==> src/rtl/gmii_send_pkg.sv <==
// rtl/gmii_send_pkg.sv - shared constants, state encoding and helpers for gmii_send
package gmii_send_pkg;

  localparam logic [7:0]  PREAMBLE_BYTE = 8'h55;
  localparam logic [7:0]  SFD_BYTE      = 8'hD5;
  localparam logic [3:0]  PREAMBLE_LEN  = 4'd7;
  localparam logic [3:0]  IFG_LEN       = 4'd12;
  localparam logic [10:0] MIN_FRAME_LEN = 11'd60;
  localparam logic [10:0] BYTE_CNT_MAX  = 11'd2047;

  typedef enum logic [2:0] {
    IDLE     = 3'd0,
    PREAMBLE = 3'd1,
    DATA     = 3'd2,
    PAD      = 3'd3,
    DISCARD  = 3'd4,
    IFG      = 3'd5
  } send_state_t;

  function automatic logic [10:0] sat_inc(input logic [10:0] v);
    return (v == BYTE_CNT_MAX) ? v : v + 11'd1;
  endfunction

endpackage

==> src/rtl/gmii_send.sv <==
// rtl/gmii_send.sv - GMII frame sender draining a show-ahead 9-bit FIFO
// Optional padding of short frames to 60 bytes: define GMII_SEND_PAD_EN.
module gmii_send
  import gmii_send_pkg::*;
(
  input  logic       clk_gmii_tx,
  input  logic       reset_n,
  input  logic [8:0] iv_data,
  input  logic       i_data_empty,
  output logic       o_data_rd,
  output logic [7:0] ov_gmii_txd,
  output logic       o_gmii_tx_en,
  output logic       o_gmii_tx_er,
  output logic       o_pkt_sent_pulse,
  output logic       o_fifo_underflow_pulse,
  output logic [2:0] ov_send_state
);

  send_state_t state;
  logic [3:0]  phase_cnt;
  logic [10:0] byte_cnt;
  logic        head_seen;

  assign ov_send_state = state;

  // A head word in IDLE is left in the FIFO so DATA pops it as the first byte.
  always_comb begin
    o_data_rd = 1'b0;
    if (reset_n && !i_data_empty) begin
      case (state)
        IDLE:    o_data_rd = ~iv_data[8];
        DATA:    o_data_rd = 1'b1;
        DISCARD: o_data_rd = 1'b1;
        default: o_data_rd = 1'b0;
      endcase
    end
  end

  always_ff @(posedge clk_gmii_tx or negedge reset_n) begin
    if (!reset_n) begin
      state                  <= IDLE;
      phase_cnt              <= 4'd0;
      byte_cnt               <= 11'd0;
      head_seen              <= 1'b0;
      ov_gmii_txd            <= 8'h00;
      o_gmii_tx_en           <= 1'b0;
      o_gmii_tx_er           <= 1'b0;
      o_pkt_sent_pulse       <= 1'b0;
      o_fifo_underflow_pulse <= 1'b0;
    end else begin
      ov_gmii_txd            <= 8'h00;
      o_gmii_tx_en           <= 1'b0;
      o_gmii_tx_er           <= 1'b0;
      o_pkt_sent_pulse       <= 1'b0;
      o_fifo_underflow_pulse <= 1'b0;

      case (state)
        IDLE: begin
          // First preamble byte goes out here so the IFG on the wire is exactly IFG_LEN.
          if (!i_data_empty && iv_data[8]) begin
            ov_gmii_txd  <= PREAMBLE_BYTE;
            o_gmii_tx_en <= 1'b1;
            phase_cnt    <= 4'd1;
            byte_cnt     <= 11'd0;
            head_seen    <= 1'b0;
            state        <= PREAMBLE;
          end
        end

        PREAMBLE: begin
          o_gmii_tx_en <= 1'b1;
          if (phase_cnt == PREAMBLE_LEN) begin
            ov_gmii_txd <= SFD_BYTE;
            state       <= DATA;
          end else begin
            ov_gmii_txd <= PREAMBLE_BYTE;
            phase_cnt   <= phase_cnt + 4'd1;
          end
        end

        DATA: begin
          o_gmii_tx_en <= 1'b1;
          if (!i_data_empty) begin
            ov_gmii_txd <= iv_data[7:0];
            byte_cnt    <= sat_inc(byte_cnt);
            head_seen   <= 1'b1;
            if (iv_data[8] && head_seen) begin
`ifdef GMII_SEND_PAD_EN
              if (sat_inc(byte_cnt) < MIN_FRAME_LEN) begin
                state <= PAD;
              end else begin
                o_pkt_sent_pulse <= 1'b1;
                phase_cnt        <= 4'd0;
                state            <= IFG;
              end
`else
              o_pkt_sent_pulse <= 1'b1;
              phase_cnt        <= 4'd0;
              state            <= IFG;
`endif
            end
          end else begin
            o_gmii_tx_er           <= 1'b1;
            o_fifo_underflow_pulse <= 1'b1;
            state                  <= DISCARD;
          end
        end

`ifdef GMII_SEND_PAD_EN
        PAD: begin
          o_gmii_tx_en <= 1'b1;
          byte_cnt     <= sat_inc(byte_cnt);
          if (sat_inc(byte_cnt) == MIN_FRAME_LEN) begin
            o_pkt_sent_pulse <= 1'b1;
            phase_cnt        <= 4'd0;
            state            <= IFG;
          end
        end
`endif

        DISCARD: begin
          // An underflow before the head was popped must not mistake the head for the tail.
          if (!i_data_empty) begin
            head_seen <= 1'b1;
            if (iv_data[8] && head_seen) begin
              phase_cnt <= 4'd0;
              state     <= IFG;
            end
          end
        end

        IFG: begin
          if (phase_cnt == IFG_LEN - 4'd1) begin
            state <= IDLE;
          end else begin
            phase_cnt <= phase_cnt + 4'd1;
          end
        end

        default: state <= IDLE;
      endcase
    end
  end

endmodule

==> config.mk <==
export PLATFORM = sky130hd
export DESIGN_NAME = gmii_send
export DESIGN_NICKNAME = d
export VERILOG_FILES = /design/src/rtl/gmii_send_pkg.sv /design/src/rtl/gmii_send.sv
export SDC_FILE = /design/constraint.sdc
export NUM_CORES = 1
export LEC_CHECK = 0
export BUFFER_PORTS_ARGS = -buffer_cell sky130_fd_sc_hd__buf_2
export CORE_ASPECT_RATIO = 0.75
export CORE_UTILIZATION = 36
export CTS_BUF_LIST = sky130_fd_sc_hd__clkbuf_4 sky130_fd_sc_hd__clkbuf_8 sky130_fd_sc_hd__clkbuf_16
export DETAILED_ROUTE_END_ITERATION = 12
export PLACE_DENSITY = 0.58
export SETUP_SLACK_MARGIN = 0.4
export SLEW_MARGIN = 10
export SYNTH_ARGS = -nofsm -noshare
export SYNTH_HDL_FRONTEND = slang
export SYNTH_SLANG_ARGS = --single-unit
==> constraint.sdc <==
create_clock -name clk_gmii_tx -period 2.45 [get_ports clk_gmii_tx]
set_input_delay 0.1225 -clock clk_gmii_tx [delete_from_list [all_inputs] [get_ports clk_gmii_tx]]
set_output_delay 0.1225 -clock clk_gmii_tx [all_outputs]
set_load 0.05 [all_outputs]
After elaboration in Yosys (flattened, before gate mapping). Cells that the tools add are included.

Bits in registers: 19. Word-level logic and storage cells: 64. Bits in latches: 0. Bits in writable memories: 0. Memory bits (read-only): 0. Output and inout port bits: 16. Bits of input ports: 12. Memories kept: 0.

Bitwise gates (word level): 1. $add $sub $neg: 1. Reduce and logical (&&, ||, !) cells: 12. Divide/modulo/power cells: 0. Multiply operators: 0. Shifts and indexed selects: 0. Equal/unequal tests: 14. Mux-type cells: 29. $lt $le $gt $ge: 0.

Operator list (count): $pmux 8 s3 (1); $mux 4 (5); $mux 3 (6); $mux 8 (2); $pmux 4 s4 (1); $pmux 3 s5 (1); $ne 2x2->1 const B (7); $mux 1 (9); $mux 7 (1); $eq 3x3->1 const B (2); $pmux 1 s2 (3); $reduce_and 6->1 (1); $add 4x1->4 const B (1); $eq 4x3->1 const B (1); $eq 4x4->1 const B (1); $reduce_and 4->1 (1); $reduce_bool 4->1 (1); $reduce_or 2->1 (2); $eq 3x1->1 const B (1); $eq 3x2->1 const B (1); $logic_and 1x1->1 (3); $logic_not 3->1 (1); $reduce_and 3->1 (1); $ne 2x1->1 const B (1); 3 further kinds (3).

Longest topological paths before layout. Gate-level depths: netlist of run 1.

Depth in word-level cells: 4. Gate-level depth with buffers: 5. Mapped depth without buffers: 4.

Worst setup path before layout of run 1. OpenSTA, ideal clock, no wires.

Kind: register to output. Start point: register state[2] (netlist: ov_send_state[2]). End point: output port o_data_rd. Cell stages (with the launch flop): 4. Required time: 2.328 ns. Setup slack: 0.776 ns. Data arrival time: 1.551 ns. Buffers on the path: 1. Cells stage by stage: dfrtp_1 -> buf_6 -> or3b_2 -> and3_1.

Word-level cells in the longest chain between the ends: 4. Elaborated cells on any way between the ends: 6. Those cells by class: eq/ne (2); mux (2); reduce/logical (2).

Ends and longest elaborated chain: from (decl) (RTL line gmii_send.sv:19) `send_state_t state;`; from (signal assigned) (RTL line gmii_send.sv:41) `state <= IDLE;`; from (signal assigned) (RTL line gmii_send.sv:66) `state <= PREAMBLE;`; from (signal assigned) (RTL line gmii_send.sv:74) `state <= DATA;`; $eq 3x3->1 / $eq 3x2->1 (equally long branches) (RTL line gmii_send.sv:30) `case (state)`; $reduce_or 2->1 (no line); $pmux 1 s2 * (RTL line gmii_send.sv:30); $mux 1 * (RTL line gmii_send.sv:29) `if (reset_n && !i_data_empty) begin`; to (decl) (RTL line gmii_send.sv:10) `output logic o_data_rd,`.

Every way passes the cells marked *; elsewhere a longest branch is shown, timed or not.

Final worst setup path of run 1. Same ends and word-level chain as after synthesis.

==> metrics.md, run 1 <==
| Metric | Value |
|---|---|
| CTS sink cnt | 19 |
| Power per cell area | ~1300 nW/um2 |
| Post-synth ARST share | 1.000 |
| Sw Share | 0.5042 |
| Largest cells by area after synthesis | dfrtp_1 (52%), a21oi_1 (4.4%), nand2_1 (2.9%), a32o_1 (2.2%), and2_1 (2.1%) |
| Max VDD drop | around 630 uV |
| Psw | between 700 and 800 uW |
| Overall Global Routing Usage | 0.1544 |
| EDFF count, synth | 0 |
| Reg2Reg Capture Point | phase_cnt[1]$_DFFE_PN0P_ |
| Total number of vias | 714 |
| R2r setup slk | a little over 800 ps |
| Actual slew at the worst max-slew pin | ~550 ps |
| Top fanout value on the critical path | 19 |
| # DRC | 0 |
| IO Pins | 28 |
| Area of the core | around 2300 um2 |
| CTS max path bufs | 2 |
| Final hold viol count | 0 |
| Post-Syn Area | 909.6 um2 |
| Total Wirelength | roughly 1.8 mm |
| Yosys reg bits | 19 |
| Syn nets | 100 |
| Hold Path Stages | 2 |
| Max_cap viols | 0 |
| DIE WIDTH | about 60 um |
| IO Port Bufs | 27 |
| Grt total ovfl | 0 |
| Clock share of power | 0.108 |
| Yosys top cell area share | 0.5227 |
| Syn_area_per_cell | 10.46 um2 |
| Post-synth top area cell | dfrtp_1 |
| Slew Viols, Final | 0 |
| Worst Reg-to-Reg Cells | 4 |
| First-pass GRT wire length | just over 3 mm |
| Wire per inst | 12.36 um |
| CTS buffer count | 3 |
| CTS tree | built |
| H-tree levels | 1 |
| Critical Path End Type | output pin |
| Number of cell rows | 15 |
| DR vias/cell | ~4.8 |
| Ys flop type | dfrtp_1 |
| Sequential power share | 0.379 |
| Starting DRT DRC Count | 27 |
| Die Area | between 2000 and 3000 um2 |
| Relative slew slack | 0.6362 |
| Min Tclk post-route | a little under 2000 ps |
| Period utilization | 0.7876 |
| GPL Wtd Cong | 0.7922 |
| Syn. warnings | 0 |
| Setup bufs post-CTS | 0 |
| Layout cell share with drive strength beyond 1 | 0.3158 |
| # diodes | 0 |
| Dpl hpwl | ~1.3 mm |
| Final setup viols | 0 |
| Initial Util | 0.3877 |
| Unrepaired setup endpoints after global routing | no |
| 1st-pass router iterations | 4 |
| Sequential share of the synthesized area | 0.5227 |
| Clock-pin slew on the worst setup and hold paths | 110 ps |
| ANT nets after route | 0 |
| Initial antenna violation count | 0 |
| Clock Skew | 4.433 ps |
| P&R area growth vs syn | 20.50% |
| Yosys cell types | 37 |
| Crit path launch type | flop |
| End of the worst hold path | ov_gmii_txd[1]$_DFF_PN0_ |
| Hold wc startpoint | iv_data[1] |
| Root buffer cell | clkbuf_4 |
| Cell-internal power | approximately 730 uW |
| Leakage | 0.0005300 uW |
| Vias in the first global route | ~660 |
| Crit path DAT | around 1800 ps |
| Min Hold Slack | approximately 29 ps |
| Outcome | completed |
| Crit Path Category | reg2out |
| Setup TNS | 0 ps |
| Fmax | ~0.52 GHz |
| Nets | roughly 130 |
| Largest net degree at the start of global routing | 21 |
| Die H | around 46 um |
| Post-CTS resize count | 0 |
| Gate power share | 0.513 |
| Crit path required time | around 2300 ps |
| R2r startpoint | ov_send_state[2]$_DFFE_PN0P_ |
| Worst-Skew Late Latency | roughly 300 ps |
| HP Class | in2reg |
| Post-Synthesis Cells | slightly below 90 |
==> sequential cells by signal, indices dropped and copies added (netlist names) <==
register                cells
o_fifo_underflow_pulse      1
ov_gmii_txd                 8
ov_send_state               3
head_seen                   1
phase_cnt                   4
o_pkt_sent_pulse            1
o_gmii_tx_en                1
==> final cells by class <==
cell class                      count  area, um2
Inverter                            4      15.01
Tap cell                           34      42.54
Clock inverter                      1      5.005
Multi-Input combinational cell     58      382.9
Clock buffer                        3      22.52
Timing Repair Buffer               29      152.6
Fill cell                         230       1250
Sequential cell                    19      475.5
==> power by group through the flow <==
stage / combinational [uW] / clock, uW / sequential, uW
floorplan: 423 / 0 / 745
global placement: 750 / 0 / 558
detailed placement: 758 / 0 / 562
CTS: 761 / 167 / 555
global route: 816 / 178 / 580
finish: 752 / 159 / 557
==> cell usage after synthesis (all sizes together), types with 2 or more instances <==
cell type  instances
buf                4
nand2              7
o21ai              2
nor2               4
nor3b              2
a21oi              8
inv                4
nand2b             3
clkbuf             2
nand3              3
dfrtp             19
a211oi             2
and2               3
a211o              2
a32o               2
nor3               2
==> kinds of logic (layout without fill, tap and decap cells) <==
logic type	Yosys count	after routing	share of synthesized area
adders and majority gates	2	2	0.02613
AOI/OAI and AO/OA	25	25	0.1995
muxes	1	1	0.01100
buffers and inverters	10	37	0.05640
and+or+nand+nor	30	30	0.1843
DFF	19	19	0.5227
==> per-stage QoR <==
| stage | utilization | std cells | instance area, um2 | setup WS (ps) | power, uW |
|---|---|---|---|---|---|
| 2_1_floorplan | - | 87 | 909.6 | 776.0 | 1168 |
| 3_3_place_gp | 0.4512 | 143 | 1059 | 875.5 | 1308 |
| 3_5_place_dp | 0.4512 | 143 | 1059 | 824.7 | 1320 |
| 4_1_cts | 0.4672 | 148 | 1096 | 503.6 | 1483 |
| 5_1_grt | 0.4672 | 148 | 1096 | 414.8 | 1574 |
| 6_report | 0.4672 | 148 | 1096 | 520.3 | 1468 |
==> critical path, cell delays in order (launching register included) <==
cell     delay [ps]
dfrtp_1         590
or3b_2          530
and3_1          180
buf_2           210
==> layer usage <==
layer | GRT usage | share of wire | wire, um
met1 | 0.2261 | 0.51 | 938
met2 | 0.2111 | 0.41 | 750
met3 | 0.05682 | 0.068 | 125
met5 | 0 | 0 | 0
met4 | 0.04186 | 0.0077 | 14
==> worst max path at each step <==
stage,start,end,slack (ps),cells past startpoint
global placement,ov_send_state[2]$_DFFE_PN0P_,o_data_rd,880,3
finish,ov_send_state[2]$_DFFE_PN0P_,o_data_rd,520,3
floorplan,ov_send_state[2]$_DFFE_PN0P_,o_data_rd,780,3
detailed placement,ov_send_state[2]$_DFFE_PN0P_,phase_cnt[1]$_DFFE_PN0P_,820,4
CTS,ov_send_state[2]$_DFFE_PN0P_,o_data_rd,500,3
global route,ov_send_state[2]$_DFFE_PN0P_,o_data_rd,410,3
==> timing repair <==
action,4_1_cts,5_1_grt
hold buffers,1,0
endpoints found under the hold margin,19,0
setup endpoints to repair,0,0
==> placed cells by master (no fill, tap or decap), drive strengths merged, types with 2 or more instances in the layout <==
cell type,netlist,layout
inv,4,4
nand3,3,3
and2,3,3
a211o,2,2
nor3b,2,2
clkbuf,2,3
a21oi,8,8
buf,4,28
dfrtp,19,19
nor3,2,2
a32o,2,2
nor2,4,4
o21ai,2,2
nand2,7,7
a211oi,2,2
nand2b,3,3
No activity file was read; power rests on OpenSTA's default activity.
==> run 2: changes to the inputs <==
==> constraint.sdc (replaced) <==
create_clock -name clk_gmii_tx -period 1.8 [get_ports clk_gmii_tx]
set_input_delay 0.09 -clock clk_gmii_tx [delete_from_list [all_inputs] [get_ports clk_gmii_tx]]
set_output_delay 0.09 -clock clk_gmii_tx [all_outputs]
set_load 0.05 [all_outputs]
==> run 2 against run 1 <==
Net effect:
- wire length grew 9.2%
- clock skew increased by 0.98 ps
- die area did not move
- register-to-register slack worse by 570 ps
- largest power group unchanged
==> metrics.md, run 2 (synthesis results as in run 1) <==
| Metric | Value |
|---|---|
| Setup TNS | 0 ps |
| CTS max path bufs | 2 |
| Min Tclk post-route | between 1500 and 2000 ps |
| Grt met3 use | 0.05966 |
| IO Port Bufs | 27 |
| Final setup viols | 0 |
| Total number of vias | just under 800 |
| Nets | roughly 140 |
| R2r setup slk | around 250 ps |
| CP startpoint | ov_send_state[2]$_DFFE_PN0P_ |
| CTS buffer count | 3 |
| Clock-pin slew on the worst setup and hold paths | 110 ps |
| Fmax | roughly 0.65 GHz |
| FF+latch area | around 480 um2 |
| Fill cells | 218 |
| Crit path launch type | flop |
| Largest net degree at the start of global routing | 20 |
| CTS sink cnt | 19 |
| Total Wirelength | 1.998 mm |
| H-tree levels | 1 |
| GRT met1 Usage | 0.2256 |
| Vias in the first global route | between 600 and 700 |
| Crit path required time | ~2000 ps |
| End of the worst hold path | ov_gmii_txd[0]$_DFF_PN0_ |
| First-pass GRT wire length | between 3 and 4 mm |
| Initial antenna violation count | 0 |
| Overall Global Routing Usage | 0.1590 |
| Biggest register | ov_gmii_txd |
| Relative slew slack | 0.7508 |
| Initial Util | 0.3877 |
| Leakage | ~0.00056 uW |
| Actual slew at the worst max-slew pin | 370.9 ps |
| Worst Reg-to-Reg Cells | 5 |
| Crit Path Category | reg2reg |
| Area of the multi-input gates | a little over 400 um2 |
| Unrepaired setup endpoints after global routing | yes |
| DR vias/cell | between 5 and 6 |
| Crit path DAT | between 1500 and 2000 ps |
| GPL Wtd Cong | roughly 0.78 |
| Worst-Skew Late Latency | about 310 ps |
| Slew Viols, Final | 0 |
| Placed cell area | about 1100 um2 |
| Wire per inst | ~13 um |
| # DRC | 0 |
| # diodes | 0 |
| CTS tree | built |
| Layout cell share with drive strength beyond 1 | 0.3884 |
| GR Util met2 | 0.2133 |
| Most frequent cells in the layout | buf_2 (26), dfrtp_1 (16), nand2_1 (7), a21oi_1 (7), dlygate4sd3_1 (5) |
| Global routing's busiest layer | met1 |
| Dpl hpwl | 1.367 mm |
| 1st-pass router iterations | 4 |
| ANT nets after route | 0 |
| Hold wc startpoint | iv_data[0] |
| Grt total ovfl | 0 |
| Clock Skew | 5.416 ps |
| Period utilization | 0.8603 |
| Commonest non-fill, non-tap cell in the layout | buf_2 |
| Top fanout value on the critical path | 17 |
| CP max stage delay | around 450 ps |
| Total design power | ~2200 uW |
| Max VDD drop | roughly 860 uV |
| Final hold viol count | 0 |
| Root buffer cell | clkbuf_4 |
| Design Area, Final | between 1000 and 1500 um2 |
| Area of the core | around 2300 um2 |
| Die H | roughly 46 um |
| IO Pins | 28 |
| HP Class | in2reg |
| R2r startpoint | ov_send_state[2]$_DFFE_PN0P_ |
| Worst path slowest cell | dfrtp_2 |
| Crit path cell chain | buf_8 -> and3b_1 -> o21a_4 -> o22a_1 -> a32o_1 |
| Number of cell rows | 15 |
| Critical Path End Type | flop |
| Reg2Reg Capture Point | phase_cnt[1]$_DFFE_PN0P_ |
| Starting DRT DRC Count | 35 |
| DIE WIDTH | between 60 and 70 um |
| Largest register FFs | 8 |
| Max_cap viols | 0 |
| P&R area growth vs syn | 32.74% |
| Outcome | completed |
| Power per cell area | roughly 1800 nW/um2 |
| Die Area | between 2000 and 3000 um2 |
| Hold Path Stages | 3 |
run 2: report_power, final:
part	leakage [uW]	internal, uW	switching, uW
clock	0.0000177	83.1	134
combinational	0.000310	436	795
sequential	0.000237	581	137
total	0.000564	1100	1070
run 2: routing by layer:
metal | routed length, um | up-vias
met5 | 0 | -
met4 | 26 | 0
met3 | 115 | 4
met2 | 802 | 25
met1 | 1054 | 381
li1 | - | 379
run 2: repair_timing:
item,4_1_cts,5_1_grt
hold endpoints to repair,23,0
buffers inserted,2,1
pin swaps,0,1
setup endpoints to repair,5,12
resized for setup,6,5
hold buffers,5,0
run 2: area by class of cell:
cell class | count | area share
Clock buffer | 3 | 0.01865
Clock inverter | 1 | 0.004145
Inverter | 4 | 0.01244
Multi-Input combinational cell | 58 | 0.3430
Sequential cell | 19 | 0.3969
Tap cell | 34 | 0.03523
Timing Repair Buffer | 36 | 0.1896
run 2: worst max-delay path by stage:
stage | to | slack [ps] | cells past startpoint
3_5_place_dp | phase_cnt[1]$_DFFE_PN0P_ | 320 | 4
2_1_floorplan | phase_cnt[1]$_DFFE_PN0P_ | 260 | 5
6_report | phase_cnt[1]$_DFFE_PN0P_ | 250 | 5
3_3_place_gp | phase_cnt[1]$_DFFE_PN0P_ | 350 | 4
4_1_cts | o_data_rd | 260 | 3
5_1_grt | o_data_rd | 210 | 3
run 2: through the flow:
stage | std cells | hold slack (ps) | util | worst slack, ps
after detailed placement | 143 | 123.2 | 0.4549 | 318.7
after CTS | 154 | 1.282 | 0.5024 | 257.8
after floorplan | 87 | -205.6 | - | 256.1
after global placement | 143 | 122.2 | 0.4549 | 345.7
after global routing | 155 | 1.222 | 0.5147 | 211.8
final | 155 | 6.442 | 0.5147 | 251.5
run 2: worst max-delay path, delay by kind of cell, from the launching register on:
family / cells / cell delay (ps)
buffers and inverters: 1 / 170
and+or+nand+nor: 1 / 190
AOI/OAI and AO/OA: 3 / 630
DFF: 1 / 450
==> run 3: changes to the inputs <==
--- a/config.mk
+++ b/config.mk
@@ -6,7 +6,7 @@
 export NUM_CORES = 1
 export LEC_CHECK = 0
 export BUFFER_PORTS_ARGS = -buffer_cell sky130_fd_sc_hd__buf_2
-export CORE_ASPECT_RATIO = 0.75
+export CORE_ASPECT_RATIO = 1.4
 export CORE_UTILIZATION = 36
 export CTS_BUF_LIST = sky130_fd_sc_hd__clkbuf_4 sky130_fd_sc_hd__clkbuf_8 sky130_fd_sc_hd__clkbuf_16
 export DETAILED_ROUTE_END_ITERATION = 12
==> run 3 against run 2 <==
Net effect:
- die area barely moved
- count of clock-buffer cells in the layout did not move
- global-route usage rose by 0.46 points
- critical path type is now reg2out
==> metrics.md, run 3 (synthesis results as in run 1) <==
| Metric | Value |
|---|---|
| Die Area | between 2000 and 3000 um2 |
| Slew Viols, Final | 0 |
| CTS max path bufs | 2 |
| Gate power share | 0.561 |
| GPL Wtd Cong | ~0.79 |
| Top fanout value on the critical path | 3 |
| # DRC | 0 |
| P&R area growth vs syn | 32.05% |
| Cell-internal power | ~1100 uW |
| Critical Path End Type | output pin |
| H-tree levels | 1 |
| Clock-pin slew on the worst setup and hold paths | between 100 and 150 ps |
| Max VDD drop | roughly 1100 uV |
| Setup TNS | 0 ps |
| Clock Skew | ~6.2 ps |
| Area of the core | about 2400 um2 |
| Power per cell area | between 1500 and 2000 nW/um2 |
| CP delay by family, top | simple AND/OR/NAND/NOR gates |
| CTS sink cnt | 19 |
| Crit path launch type | flop |
| Crit path required time | around 1700 ps |
| HP Class | in2reg |
| IO Port Bufs | 27 |
| Fmax | about 0.66 GHz |
| Nets | approximately 140 |
| First-pass GRT wire length | about 3.2 mm |
| Dpl hpwl | between 1 and 1.5 mm |
| Worst Path Buf+Inv | 1 |
| Largest net degree at the start of global routing | 20 |
| Overall Global Routing Usage | 0.1636 |
| Outcome | completed |
| Biggest register | ov_gmii_txd |
| Starting DRT DRC Count | 13 |
| Max_cap viols | 0 |
| Wire per inst | 12.35 um |
| Crit path cell chain | or3b_4 -> and3_4 -> buf_6 |
| Commonest non-fill, non-tap cell in the layout | buf_2 |
| Crit path DAT | 1430 ps |
| Number of cell rows | 21 |
| Initial antenna violation count | 0 |
| Final hold viol count | 0 |
| Die H | approximately 60 um |
| Leakage | ~0.00056 uW |
| 1st-pass router iterations | 4 |
| Final core utilization | 0.5024 |
| Final setup viols | 0 |
| ANT nets after route | 0 |
| Largest register FFs | 8 |
| DR vias/cell | 4.994 |
| Unrepaired setup endpoints after global routing | yes |
| Total number of vias | roughly 770 |
| Grt total ovfl | 0 |
| Total Wirelength | ~1.9 mm |
| IO Pins | 28 |
| DIE WIDTH | between 40 and 50 um |
| Most frequent cells in the layout | buf_2 (26), dfrtp_1 (16), a21oi_1 (8) |
| Layout cell share with drive strength beyond 1 | 0.3802 |
| Actual slew at the worst max-slew pin | around 280 ps |
| Min Tclk post-route | ~1500 ps |
| CTS buffer count | 3 |
| CTS tree | built |
| Worst path slowest cell | dfrtp_2 |
| Clock share of power | 0.104 |
| Vias in the first global route | between 700 and 800 |
| Root buffer cell | clkbuf_4 |
| Sw Share | 0.4892 |
| Psw | 1034 uW |
| CP max stage delay | 440 ps |
| Period utilization | 0.8468 |
| Relative slew slack | 0.8117 |
| Sequential power share | 0.335 |
| Crit Path Category | reg2out |
| Worst-Skew Late Latency | ~290 ps |
| # diodes | 0 |
| Initial Util | 0.3804 |
-- run 3: worst register-to-register path: stages (launching register included) --
cell,delay (ps)
dfrtp_2,450
buf_6,170
and3b_1,190
o21a_4,210
o22a_1,190
a32o_1,210
-- run 3: final timing paths --
| check | start | endpoint | slack [ps] | cells past startpoint |
|---|---|---|---|---|
| max reg2reg | ov_send_state[2]$_DFFE_PN0P_ | phase_cnt[1]$_DFFE_PN0P_ | 290 | 5 |
| max | ov_send_state[1]$_DFFE_PN0P_ | o_data_rd | 280 | 3 |
| max in group asynchronous | reset_n | ov_send_state[1]$_DFFE_PN0P_ | 1270 | 3 |
| min | iv_data[0] | ov_gmii_txd[0]$_DFF_PN0_ | 20 | 3 |
| min reg2reg | phase_cnt[1]$_DFFE_PN0P_ | phase_cnt[1]$_DFFE_PN0P_ | 540 | 1 |
| min in group asynchronous | reset_n | o_fifo_underflow_pulse$_DFF_PN0_ | 310 | 3 |
-- run 3: per-stage QoR --
step / hold slack (ps) / area (um2) / power (uW) / worst slack (ps) / std cells
6_report: 19.78 / 1201 / 2114 / 275.8 / 155
5_1_grt: 15.28 / 1201 / 2273 / 213.4 / 155
3_3_place_gp: 111.3 / 1067 / 1788 / 351.9 / 143
3_5_place_dp: 111.7 / 1067 / 1795 / 296.4 / 143
4_1_cts: 0.3119 / 1184 / 2131 / 258.0 / 154
2_1_floorplan: -205.6 / 918.4 / 1602 / 256.1 / 87
-- run 3: layer usage --
metal	wire [um]	vias up	GRT usage
met5	0	-	0
met4	21	0	0.07792
met3	60	2	0.02639
met2	1043	16	0.2962
met1	789	376	0.1850
li1	-	380	-
-- run 3: power groups by stage --
stage / logic [uW] / clock network [uW] / registers, uW
3_3_place_gp: 1030 / 0 / 761
4_1_cts: 1190 / 237 / 706
5_1_grt: 1290 / 250 / 730
2_1_floorplan: 581 / 0 / 1020
6_report: 1190 / 219 / 708
3_5_place_dp: 1030 / 0 / 766
-- run 3: layout make-up --
cell class	instances	area, um2
clock buffers	3	22.52
well taps	34	42.54
clock inverters	1	7.507
flip-flops and latches	19	479.2
multi-input cells	58	409.1
inverters	4	15.01
fillers	228	1190
repair buffers	36	225.2
-- run 3: repair_timing --
| action | 4_1_cts | 5_1_grt |
|---|---|---|
| hold buffers | 4 | 1 |
| pin swaps | 0 | 2 |
| endpoints found under the hold margin | 22 | 1 |
| setup endpoints to repair | 5 | 16 |
| gates resized for setup | 7 | 2 |
| setup buffers | 3 | 0 |
